--- src/rtl/calc_key_sequencer_if.sv ---
// Key-sequencer bus: scanner handshake, ALU completion and datapath control strobes.
// The slave modport is the sequencer; master is the scanner/datapath side.
interface calc_key_sequencer_if;
  logic       key_valid;
  logic [3:0] key_code;
  logic       key_ready;
  logic       alu_done;
  logic [1:0] phase;
  logic [3:0] digit;
  logic       shift_a;
  logic       shift_b;
  logic       clr_a;
  logic       clr_b;
  logic       load_a_mem;
  logic       load_b_mem;
  logic       store_mem;
  logic       exec_start;
  logic       op_sub;
  logic       err;

  modport master (
    output key_valid, key_code, alu_done,
    input  key_ready, phase, digit, shift_a, shift_b, clr_a, clr_b,
           load_a_mem, load_b_mem, store_mem, exec_start, op_sub, err
  );

  modport slave (
    input  key_valid, key_code, alu_done,
    output key_ready, phase, digit, shift_a, shift_b, clr_a, clr_b,
           load_a_mem, load_b_mem, store_mem, exec_start, op_sub, err
  );
endinterface

--- src/rtl/calc_key_sequencer.sv ---
// Calculator key sequencer: turns accepted key codes into one-cycle datapath strobes.
// Memory keys (E getM, F setM) are active only when CALC_MEM_EN is defined.
module calc_key_sequencer #(
  parameter int MAX_DIGITS   = 4,
  parameter int CNT_W        = 3,
  parameter int EXEC_TIMEOUT = 16,
  parameter int TO_W         = 5
) (
  input  logic                 clk,
  input  logic                 rst,
  calc_key_sequencer_if.slave  bus
);

  localparam logic [CNT_W-1:0] MAX_CNT = CNT_W'(MAX_DIGITS);
  localparam logic [CNT_W-1:0] ONE_CNT = CNT_W'(1);
  localparam logic [TO_W-1:0]  TO_LAST = TO_W'(EXEC_TIMEOUT - 1);
`ifdef CALC_MEM_EN
  localparam bit MEM_EN = 1'b1;
`else
  localparam bit MEM_EN = 1'b0;
`endif

  localparam logic [3:0] K_CLR  = 4'hA;
  localparam logic [3:0] K_SUB  = 4'hB;
  localparam logic [3:0] K_ADD  = 4'hC;
  localparam logic [3:0] K_EQ   = 4'hD;
  localparam logic [3:0] K_GETM = 4'hE;
  localparam logic [3:0] K_SETM = 4'hF;

  typedef enum logic [1:0] {
    S_A    = 2'b00,
    S_OP   = 2'b01,
    S_B    = 2'b11,
    S_EXEC = 2'b10
  } state_t;

  state_t           state_q, state_d;
  logic [CNT_W-1:0] cnt_q, cnt_d;
  logic [TO_W-1:0]  to_q, to_d;
  logic [3:0]       digit_q, digit_d;
  logic             fresh_q, fresh_d;
  logic             op_sub_q, op_sub_d;
  logic             err_q, err_d;
  logic             shift_a_q, shift_a_d;
  logic             shift_b_q, shift_b_d;
  logic             clr_a_q, clr_a_d;
  logic             clr_b_q, clr_b_d;
  logic             load_a_mem_q, load_a_mem_d;
  logic             load_b_mem_q, load_b_mem_d;
  logic             store_mem_q, store_mem_d;
  logic             exec_start_q, exec_start_d;

  logic       accept;
  logic       is_digit;
  logic [3:0] key;

  assign bus.key_ready = (state_q != S_EXEC);
  assign accept        = bus.key_valid & bus.key_ready;
  assign key           = bus.key_code;
  assign is_digit      = (key <= 4'd9);

  always_comb begin
    state_d      = state_q;
    cnt_d        = cnt_q;
    to_d         = to_q;
    digit_d      = digit_q;
    fresh_d      = fresh_q;
    op_sub_d     = op_sub_q;
    err_d        = err_q;
    shift_a_d    = 1'b0;
    shift_b_d    = 1'b0;
    clr_a_d      = 1'b0;
    clr_b_d      = 1'b0;
    load_a_mem_d = 1'b0;
    load_b_mem_d = 1'b0;
    store_mem_d  = 1'b0;
    exec_start_d = 1'b0;

    if (accept) begin
      err_d = 1'b0;
      // Storing to memory keeps a finished result live for the next digit.
      if (key != K_SETM) fresh_d = 1'b0;
      if (key == K_CLR) begin
        clr_a_d  = 1'b1;
        clr_b_d  = 1'b1;
        state_d  = S_A;
        cnt_d    = '0;
        op_sub_d = 1'b0;
      end else begin
        unique case (state_q)
          S_A: begin
            if (is_digit) begin
              if (fresh_q) begin
                clr_a_d   = 1'b1;
                shift_a_d = 1'b1;
                digit_d   = key;
                cnt_d     = ONE_CNT;
              end else if (cnt_q < MAX_CNT) begin
                shift_a_d = 1'b1;
                digit_d   = key;
                cnt_d     = cnt_q + 1'b1;
              end
            end else begin
              case (key)
                K_SUB, K_ADD: begin
                  op_sub_d = (key == K_SUB);
                  cnt_d    = '0;
                  state_d  = S_OP;
                end
                K_GETM: if (MEM_EN) begin
                  load_a_mem_d = 1'b1;
                  cnt_d        = MAX_CNT;
                end
                K_SETM: if (MEM_EN) store_mem_d = 1'b1;
                default: ;
              endcase
            end
          end
          S_OP: begin
            if (is_digit) begin
              clr_b_d   = 1'b1;
              shift_b_d = 1'b1;
              digit_d   = key;
              cnt_d     = ONE_CNT;
              state_d   = S_B;
            end else begin
              case (key)
                K_SUB, K_ADD: op_sub_d = (key == K_SUB);
                K_GETM: if (MEM_EN) begin
                  load_b_mem_d = 1'b1;
                  cnt_d        = MAX_CNT;
                  state_d      = S_B;
                end
                default: ;
              endcase
            end
          end
          S_B: begin
            if (is_digit) begin
              if (cnt_q < MAX_CNT) begin
                shift_b_d = 1'b1;
                digit_d   = key;
                cnt_d     = cnt_q + 1'b1;
              end
            end else begin
              case (key)
                K_EQ: begin
                  exec_start_d = 1'b1;
                  state_d      = S_EXEC;
                  to_d         = '0;
                end
                K_SETM: if (MEM_EN) store_mem_d = 1'b1;
                default: ;
              endcase
            end
          end
          default: ;
        endcase
      end
    end

    // alu_done and the timeout are only meaningful while waiting on the ALU.
    if (state_q == S_EXEC) begin
      if (bus.alu_done) begin
        state_d = S_A;
        fresh_d = 1'b1;
        cnt_d   = '0;
      end else if (to_q == TO_LAST) begin
        err_d   = 1'b1;
        state_d = S_A;
        fresh_d = 1'b1;
        cnt_d   = '0;
      end else begin
        to_d = to_q + 1'b1;
      end
    end
  end

  always_ff @(posedge clk or posedge rst) begin
    if (rst) begin
      state_q      <= S_A;
      cnt_q        <= '0;
      to_q         <= '0;
      digit_q      <= '0;
      fresh_q      <= 1'b0;
      op_sub_q     <= 1'b0;
      err_q        <= 1'b0;
      shift_a_q    <= 1'b0;
      shift_b_q    <= 1'b0;
      clr_a_q      <= 1'b0;
      clr_b_q      <= 1'b0;
      load_a_mem_q <= 1'b0;
      load_b_mem_q <= 1'b0;
      store_mem_q  <= 1'b0;
      exec_start_q <= 1'b0;
    end else begin
      state_q      <= state_d;
      cnt_q        <= cnt_d;
      to_q         <= to_d;
      digit_q      <= digit_d;
      fresh_q      <= fresh_d;
      op_sub_q     <= op_sub_d;
      err_q        <= err_d;
      shift_a_q    <= shift_a_d;
      shift_b_q    <= shift_b_d;
      clr_a_q      <= clr_a_d;
      clr_b_q      <= clr_b_d;
      load_a_mem_q <= load_a_mem_d;
      load_b_mem_q <= load_b_mem_d;
      store_mem_q  <= store_mem_d;
      exec_start_q <= exec_start_d;
    end
  end

  assign bus.phase      = state_q;
  assign bus.digit      = digit_q;
  assign bus.op_sub     = op_sub_q;
  assign bus.err        = err_q;
  assign bus.shift_a    = shift_a_q;
  assign bus.shift_b    = shift_b_q;
  assign bus.clr_a      = clr_a_q;
  assign bus.clr_b      = clr_b_q;
  assign bus.load_a_mem = load_a_mem_q;
  assign bus.load_b_mem = load_b_mem_q;
  assign bus.store_mem  = store_mem_q;
  assign bus.exec_start = exec_start_q;

endmodule

--- src/flat_wrapper.sv ---
// flat-port wrapper written by rule: the top's interface ports become plain ports
module calc_key_sequencer_flat 
#(
  parameter int MAX_DIGITS   = 4,
  parameter int CNT_W        = 3,
  parameter int EXEC_TIMEOUT = 16,
  parameter int TO_W         = 5
)
  (clk, rst, bus_key_valid, bus_key_code, bus_alu_done, bus_key_ready, bus_phase, bus_digit, bus_shift_a, bus_shift_b, bus_clr_a, bus_clr_b, bus_load_a_mem, bus_load_b_mem, bus_store_mem, bus_exec_start, bus_op_sub, bus_err);
  calc_key_sequencer_if bus_i ();
  input  logic clk;
  input  logic rst;
  input wire logic [$bits(bus_i.key_valid)-1:0] bus_key_valid;
  input wire logic [$bits(bus_i.key_code)-1:0] bus_key_code;
  input wire logic [$bits(bus_i.alu_done)-1:0] bus_alu_done;
  output wire logic [$bits(bus_i.key_ready)-1:0] bus_key_ready;
  output wire logic [$bits(bus_i.phase)-1:0] bus_phase;
  output wire logic [$bits(bus_i.digit)-1:0] bus_digit;
  output wire logic [$bits(bus_i.shift_a)-1:0] bus_shift_a;
  output wire logic [$bits(bus_i.shift_b)-1:0] bus_shift_b;
  output wire logic [$bits(bus_i.clr_a)-1:0] bus_clr_a;
  output wire logic [$bits(bus_i.clr_b)-1:0] bus_clr_b;
  output wire logic [$bits(bus_i.load_a_mem)-1:0] bus_load_a_mem;
  output wire logic [$bits(bus_i.load_b_mem)-1:0] bus_load_b_mem;
  output wire logic [$bits(bus_i.store_mem)-1:0] bus_store_mem;
  output wire logic [$bits(bus_i.exec_start)-1:0] bus_exec_start;
  output wire logic [$bits(bus_i.op_sub)-1:0] bus_op_sub;
  output wire logic [$bits(bus_i.err)-1:0] bus_err;
  assign bus_i.key_valid = bus_key_valid;
  assign bus_i.key_code = bus_key_code;
  assign bus_i.alu_done = bus_alu_done;
  assign bus_key_ready = bus_i.key_ready;
  assign bus_phase = bus_i.phase;
  assign bus_digit = bus_i.digit;
  assign bus_shift_a = bus_i.shift_a;
  assign bus_shift_b = bus_i.shift_b;
  assign bus_clr_a = bus_i.clr_a;
  assign bus_clr_b = bus_i.clr_b;
  assign bus_load_a_mem = bus_i.load_a_mem;
  assign bus_load_b_mem = bus_i.load_b_mem;
  assign bus_store_mem = bus_i.store_mem;
  assign bus_exec_start = bus_i.exec_start;
  assign bus_op_sub = bus_i.op_sub;
  assign bus_err = bus_i.err;
  calc_key_sequencer #(.MAX_DIGITS(MAX_DIGITS), .CNT_W(CNT_W), .EXEC_TIMEOUT(EXEC_TIMEOUT), .TO_W(TO_W)) u_core (.clk(clk), .rst(rst), .bus(bus_i));
endmodule
--- config.mk ---
export PLATFORM = sky130hd
export DESIGN_NAME = calc_key_sequencer_flat
export DESIGN_NICKNAME = d
export VERILOG_FILES = /design/src/rtl/calc_key_sequencer_if.sv /design/src/rtl/calc_key_sequencer.sv /design/src/flat_wrapper.sv
export SDC_FILE = /design/constraint.sdc
export NUM_CORES = 1
export LEC_CHECK = 0
export ABC_AREA = 1
export ABC_CLOCK_PERIOD_IN_PS = 1400
export BUFFER_PORTS_ARGS = -buffer_cell sky130_fd_sc_hd__buf_2
export CAP_MARGIN = 10
export CORE_MARGIN = 3
export CORE_UTILIZATION = 48
export CTS_CLUSTER_SIZE = 30
export DETAILED_ROUTE_END_ITERATION = 8
export PLACE_DENSITY = 0.8
export SETUP_SLACK_MARGIN = 0.2
export SYNTH_ARGS = -nofsm -noshare
export SYNTH_HDL_FRONTEND = slang
export SYNTH_SLANG_ARGS = --single-unit
--- constraint.sdc ---
create_clock -name clk -period 1.4 [get_ports clk]
set_clock_uncertainty 0.05 [all_clocks]
set_input_delay 0.21 -clock clk [delete_from_list [all_inputs] [get_ports clk]]
set_output_delay 0.21 -clock clk [all_outputs]
set_load 0.03 [all_outputs]
==> results.cfg, run 1 <==
[critical_path]
required_ns = 1.61
cp.arrival_ns = 1.61
crit_chain = ha_2, nand3_2, or2_4, a21oi_4, inv_1, nand2_1
rr_worst_depth = 6
critPathSlowestCell = dfrtp_1
cp_num_buf_inv = 1
start_kind = flop
crit_family = simple AND/OR/NAND/NOR gates
path_class = flop to flop
slowest_delay_ns = 0.39
reg2reg_to = u_core.fresh_q
cp_max_fo = 5
r2r_slack_ns = 0.003
worstReg2RegStart = u_core.to_q[0]
end_kind = flop

[pwr]
p_leak_uw = 0.0008640
total_power_uw = 3234
ir_drop_mv = 1.272
powerDensity_nw_per_um2 = 1887

[synthesis]
syn_inst = 146
syn_avg_cell_area_um2 = 8.141
synth-seq-area-share_pct = 46.32
syn_area_um2 = 1189
ys_types = 29
synth.area.top_cells = dfrtp_1 46%, nand2_1 12%, o21ai_0 5.1%
netlist.area_leader.share_pct = 46.32
yosysTopAreaCell = dfrtp_1
ys_ff_latch = 22
yosysWarnings = 0

[run]
maxCapViolations = 0

[layout]
mostFrequentLayoutCells = 34 x nand2_1, 20 x dfrtp_1, 18 x buf_2
n_fill_cell = 145
antennaDiodeCount = 0
nets = 201
drive_gt1_share_pct = 43.68
mostFrequentLayoutCell = nand2_1
fin_cells = 218
areaGrowthSynthToFinish_pct = 44.21

[die]
num_rows = 17
die_h_um = 55.76
initial_core_util_pct = 52.23
die_x_um = 55.76
fp.dieArea_um2 = 3109
core_um2 = 2276
io_pins = 25

[timing]
fin_crit_ns = 1.397
fmax_mhz = 716.0
slew_violations = 0
final.setup.tns_ns = 0
rsz0062_at_grt = true
period_share_pct = 99.75
setup_viol = 0
hold_violations = 0

[detailed_routing]
vias_per_cell = 5.486
final_antenna_net_count = 0
num_vias = 1196
wl_mm = 3.281
drt_iter0_drc = 30
routedWlPerCell_um = 15.05
drc = 0
first_pass_iters = 4

[clocking]
cts_made_buffers = 3
cts_sinks = 22
tritoncts = yes
clkLatencyLatePin_ns = 0.32
ctsHtreeMaxLevel = 1
clk_path_buf_depth = 2
clkTransAtPathRegs_ns = 0.13
root_buffer = clkbuf_4

[status]
status = complete, no violations

[grt]
grt_pass1_wl_mm = 5.230
grt-ovfl-total = 0
grt.total_usage_pct = 21.25
grt_max_degree = 23
grt_antenna_before_repair = 0
grt_pass1_vias = 1204

[hold_path]
hold_end = u_core.bus.digit[2]
hp-class = input pin to flop
hp-start = bus_key_code[2]
hold_depth = 3

[place]
dp.cells = 196
gp_congestion = 0.9619
hpwl_mm = 2.045
port_buffers = 21
[worst max-delay path by stage]
stage | to | startpoint | slack (ns) | cells past startpoint
floorplan | u_core.bus.digit[0] | u_core.bus.phase[1] | 0.009 | 8
detailed placement | u_core.cnt_q[2] | u_core.to_q[1] | -0.04 | 5
global route | u_core.fresh_q | u_core.to_q[0] | -0.06 | 6
global placement | u_core.cnt_q[0] | u_core.to_q[1] | 0.06 | 5
finish | u_core.fresh_q | u_core.to_q[0] | 0.003 | 6
CTS | u_core.to_q[0] | u_core.to_q[0] | 0.02 | 6
[power breakdown]
group / leakage (uW) / internal [uW] / total (uW) / switching, uW
registers: 0.000283 / 827 / 1030 / 206
clock network: 0.0000210 / 159 / 374 / 215
logic: 0.000560 / 813 / 1830 / 1010
total: 0.000864 / 1800 / 3230 / 1440
[routing by layer]
metal | wire length [um] | vias to the layer above | GRT usage (%)
met5 | 0 | - | 0
met4 | 91 | 0 | 13.89
met3 | 212 | 12 | 4.872
met2 | 1719 | 51 | 36.32
met1 | 1258 | 578 | 23.38
li1 | - | 555 | -
[registers in the layout, indices dropped and copies added, names as in the netlist]
| register | cells |
|---|---|
| u_core.bus.digit | 4 |
| u_core.bus.shift_a | 1 |
| u_core.bus.op_sub | 1 |
| u_core.bus.phase | 2 |
| u_core.bus.clr_b | 1 |
| u_core.fresh_q | 1 |
| u_core.bus.err | 1 |
| u_core.cnt_q | 3 |
| u_core.bus.clr_a | 1 |
| u_core.to_q | 5 |
| u_core.bus.shift_b | 1 |
| u_core.bus.exec_start | 1 |
[cells by family (layout without fill, tap and decap cells)]
| family | after synthesis | in the layout | share of synthesized area [%] |
|---|---|---|---|
| and+or+nand+nor | 70 | 70 | 28.42 |
| xor gates and xnor gates | 3 | 3 | 2.211 |
| buffers and inverters | 21 | 63 | 7.893 |
| AOI/OAI and AO/OA | 27 | 27 | 12.74 |
| adders and majority gates | 2 | 2 | 2.105 |
| DFF | 22 | 22 | 46.32 |
| other | 1 | 3 | 0.3155 |
[area by class of cell]
class / count / area, um2 / area share [%]
Timing Repair Buffer: 43 / 344.1 / 20.07
Multi-Input combinational cell: 105 / 675.6 / 39.42
Sequential cell: 22 / 553.0 / 32.26
Inverter: 16 / 70.07 / 4.088
Tap cell: 28 / 35.03 / 2.044
Clock buffer: 4 / 36.28 / 2.117
[synth_stat cells]
cell,instances
dfrtp_1,22
nand3_4,1
ha_1,2
buf_4,3
xor2_1,2
nand3b_1,1
xnor2_1,1
nor3_1,2
inv_2,1
o21a_1,1
buf_2,1
a21oi_2,1
nand2_4,2
nor3_4,1
nor2_1,12
clkbuf_2,1
or2_4,1
clkinv_2,1
inv_1,14
conb_1,1
a21o_1,1
nand2_1,38
a21oi_1,9
nor2_4,1
nand3_1,10
nand2_2,1
a211oi_2,1
o21ai_1,2
o21ai_0,12
[repair_timing]
item | 4_1_cts | 5_1_grt
setup buffers | 11 | 6
endpoints found under the hold margin | 22 | 0
resized for setup | 31 | 18
pin swaps | 8 | 10
setup endpoints to repair | 23 | 26
hold buffers | 1 | 0
gates cloned | 0 | 0
[through the flow]
stage / hold WS [ns] / worst slack, ns / cell area [um2] / util [%]
finish: 0.08438 / 0.003439 / 1714 / 75.32
global route: 0.08188 / -0.06376 / 1714 / 75.32
CTS: 0.07296 / 0.01821 / 1594 / 70.04
detailed placement: 0.2203 / -0.04201 / 1361 / 59.81
global placement: 0.1979 / 0.05757 / 1361 / 59.81
floorplan: 0.1491 / 0.008672 / 1232 / -
[worst min-delay path, stage by stage]
cell and delay [ns]:
buf_2 0.11, nand2_1 0.06, nand2_1 0.05
Note: power is estimated with default switching activity, not from simulation.
==> run 2: changes to the inputs <==
- ABC_AREA: 1 -> default
- CORE_MARGIN: 3 -> 4
- CORE_UTILIZATION: 48 -> 49
- PLACE_DENSITY: 0.8 -> 0.81
==> run 2 against run 1 <==
  * The run now ends with negative setup slack left
  * Synthesized area increased by 10%
  * Register-to-register slack worse by 0.12 ns
  * Via count grew 8.2%
  * Critical path type unchanged
  * Largest cell class unchanged
  * Largest power group unchanged
==> results.cfg, run 2 <==
[status]
status = finished with violations
violations = negative setup slack

[timing]
period_share_pct = 108.5
fin_crit_ns = 1.519
hold_violations = 0
hold_ws_ns = 0.2188
setup_viol = 14
slew_violations = 0
timing.final.ws_setup_ns = -0.1191
fmax_mhz = 658.3
rsz0062_at_grt = true

[critical_path]
startpoint = u_core.to_q[1]
crit_family = flip-flops
crit_chain = ha_4, and4b_2, nor3_4, buf_6, mux2_4
required_ns = 1.57
end_kind = flop
slowest_delay_ns = 0.44
worstReg2RegStart = u_core.to_q[1]
path_class = flop to flop
critPathSlowestCell = dfrtp_1
cp_num_buf_inv = 1
cp_max_fo = 4
cp.arrival_ns = 1.69
start_kind = flop

[layout]
mostFrequentLayoutCells = 28 x buf_4, 19 x buf_6, 19 x dfrtp_1
largest_reg_flops = 5
drive_gt1_share_pct = 56.48
mostFrequentLayoutCell = buf_4
nets = 204
regMostFlops = u_core.to_q
n_fill_cell = 148
antennaDiodeCount = 0
fin_area_um2 = 2038
areaGrowthSynthToFinish_pct = 55.29

[die]
core_um2 = 2522
die_h_um = 59.76
io_pins = 25
fp.dieArea_um2 = 3571
initial_core_util_pct = 52.03
num_rows = 18
die_x_um = 59.76

[detailed_routing]
drc = 0
first_pass_iters = 4
num_vias = 1294
final_antenna_net_count = 0
routedWlPerCell_um = 17.65
vias_per_cell = 5.803
wl_mm = 3.935
drt_iter0_drc = 55

[pwr]
ir_drop_mv = 1.370
powerDensity_nw_per_um2 = 1820
p_leak_uw = 0.0009527
total_power_uw = 3710

[synthesis]
syn_area_um2 = 1313
yosysWarnings = 0
yosysMostFrequentCell = dfrtp_1
yosysTopAreaCell = dfrtp_1
syn_avg_cell_area_um2 = 9.868
netlist.area_leader.share_pct = 41.94
synthArstFlopShare_pct = 100.0
ys_types = 48
syn_inst = 133
ys_ff_latch = 22
synth.area.top_cells = dfrtp_1 42%, mux2_2 4.3%, buf_6 3.4%
synth_top_cells_by_count = 22 x dfrtp_1, 9 x nor2_1, 8 x o21ai_0, 7 x a21oi_1, 7 x nand3_1
synth-edff-count = 0
synth-seq-area-share_pct = 41.94
ys.flop_type = dfrtp_1

[place]
hpwl_mm = 2.478
place_area_um2 = 1638
post-place-ws_ns = -0.07519
gp_congestion = 0.9030
port_buffers = 21

[clocking]
root_buffer = clkbuf_4
ctsHtreeMaxLevel = 1
cts_sinks = 22
cts_made_buffers = 3
clkLatencyLatePin_ns = 0.32
tritoncts = yes
clk_path_buf_depth = 2
clkTransAtPathRegs_ns = 0.13

[run]
maxCapViolations = 0

[grt]
grt-ovfl-total = 0
grt_pass1_wl_mm = 6.016
grt_max_degree = 23
grt.total_usage_pct = 21.90
grt_pass1_vias = 1288
grt_antenna_before_repair = 0

[hold_path]
hp-start = bus_key_code[3]
hp-class = input pin to flop
## run 2: power by group
group / internal, uW / switching [uW]
Combinational: 1180 / 1140
Clock: 159 / 211
Sequential: 829 / 186
Total: 2170 / 1540
## run 2: layer usage
metal  global-route usage [%]  share of wire, %  up-vias
li1                         -                 -      602
met1                    27.32                41      652
met2                    39.51                54       38
met3                    4.536               5.4        2
met4                    2.848              0.33        0
met5                        0                 0        -
## run 2: final cells by class
| type | count | area (um2) | area share [%] |
|---|---|---|---|
| flip-flops and latches | 22 | 554.3 | 27.19 |
| well taps | 30 | 37.54 | 1.842 |
| inverters | 6 | 22.52 | 1.105 |
| clock buffers | 4 | 36.28 | 1.780 |
| multi-input cells | 96 | 868.3 | 42.60 |
| repair buffers | 65 | 519.2 | 25.48 |
## run 2: path summary, 6_finish.rpt
path | end | slack, ns | cells after the start
hold / removal | u_core.bus.phase[0] | 0.22 | 3
max in group asynchronous | u_core.bus.op_sub | 0.64 | 4
setup reg to reg | u_core.to_q[0] | -0.12 | 5
min in group asynchronous | u_core.bus.exec_start | 0.42 | 4
hold reg to reg | u_core.bus.digit[0] | 0.47 | 1
setup / recovery | u_core.to_q[0] | -0.12 | 5
## run 2: cell families after synthesis
group / Yosys count / synth area share [%]
adders and majority gates: 2 / 1.906
xor gates and xnor gates: 1 / 0.6674
buffers and inverters: 17 / 8.579
and+or+nand+nor: 46 / 21.55
AOI/OAI and AO/OA: 39 / 20.78
DFF: 22 / 41.94
muxes: 5 / 4.289
other: 1 / 0.2857
## run 2: metrics by stage
| stage | utilization, % | setup TNS (ns) | instances |
|---|---|---|---|
| floorplan | - | -0.5460 | 135 |
| global placement | 64.93 | -0.1047 | 200 |
| detailed placement | 64.93 | -0.3581 | 200 |
| CTS | 75.00 | -0.5636 | 216 |
| global route | 80.80 | -1.498 | 223 |
| finish | 80.80 | -0.8451 | 223 |
## run 2: tightest hold or removal path: cells and delay by family
family	cells	cell delay, ns
buf+inv	1	0.18
simple gates	1	0.09
compound gates	1	0.08
## run 2: what timing repair did
item | 4_1_cts | 5_1_grt
setup buffers | 11 | 7
resized for setup | 32 | 22
hold endpoints to repair | 22 | 0
pin swaps | 13 | 12
setup endpoints to repair | 22 | 26
hold buffers | 1 | 0
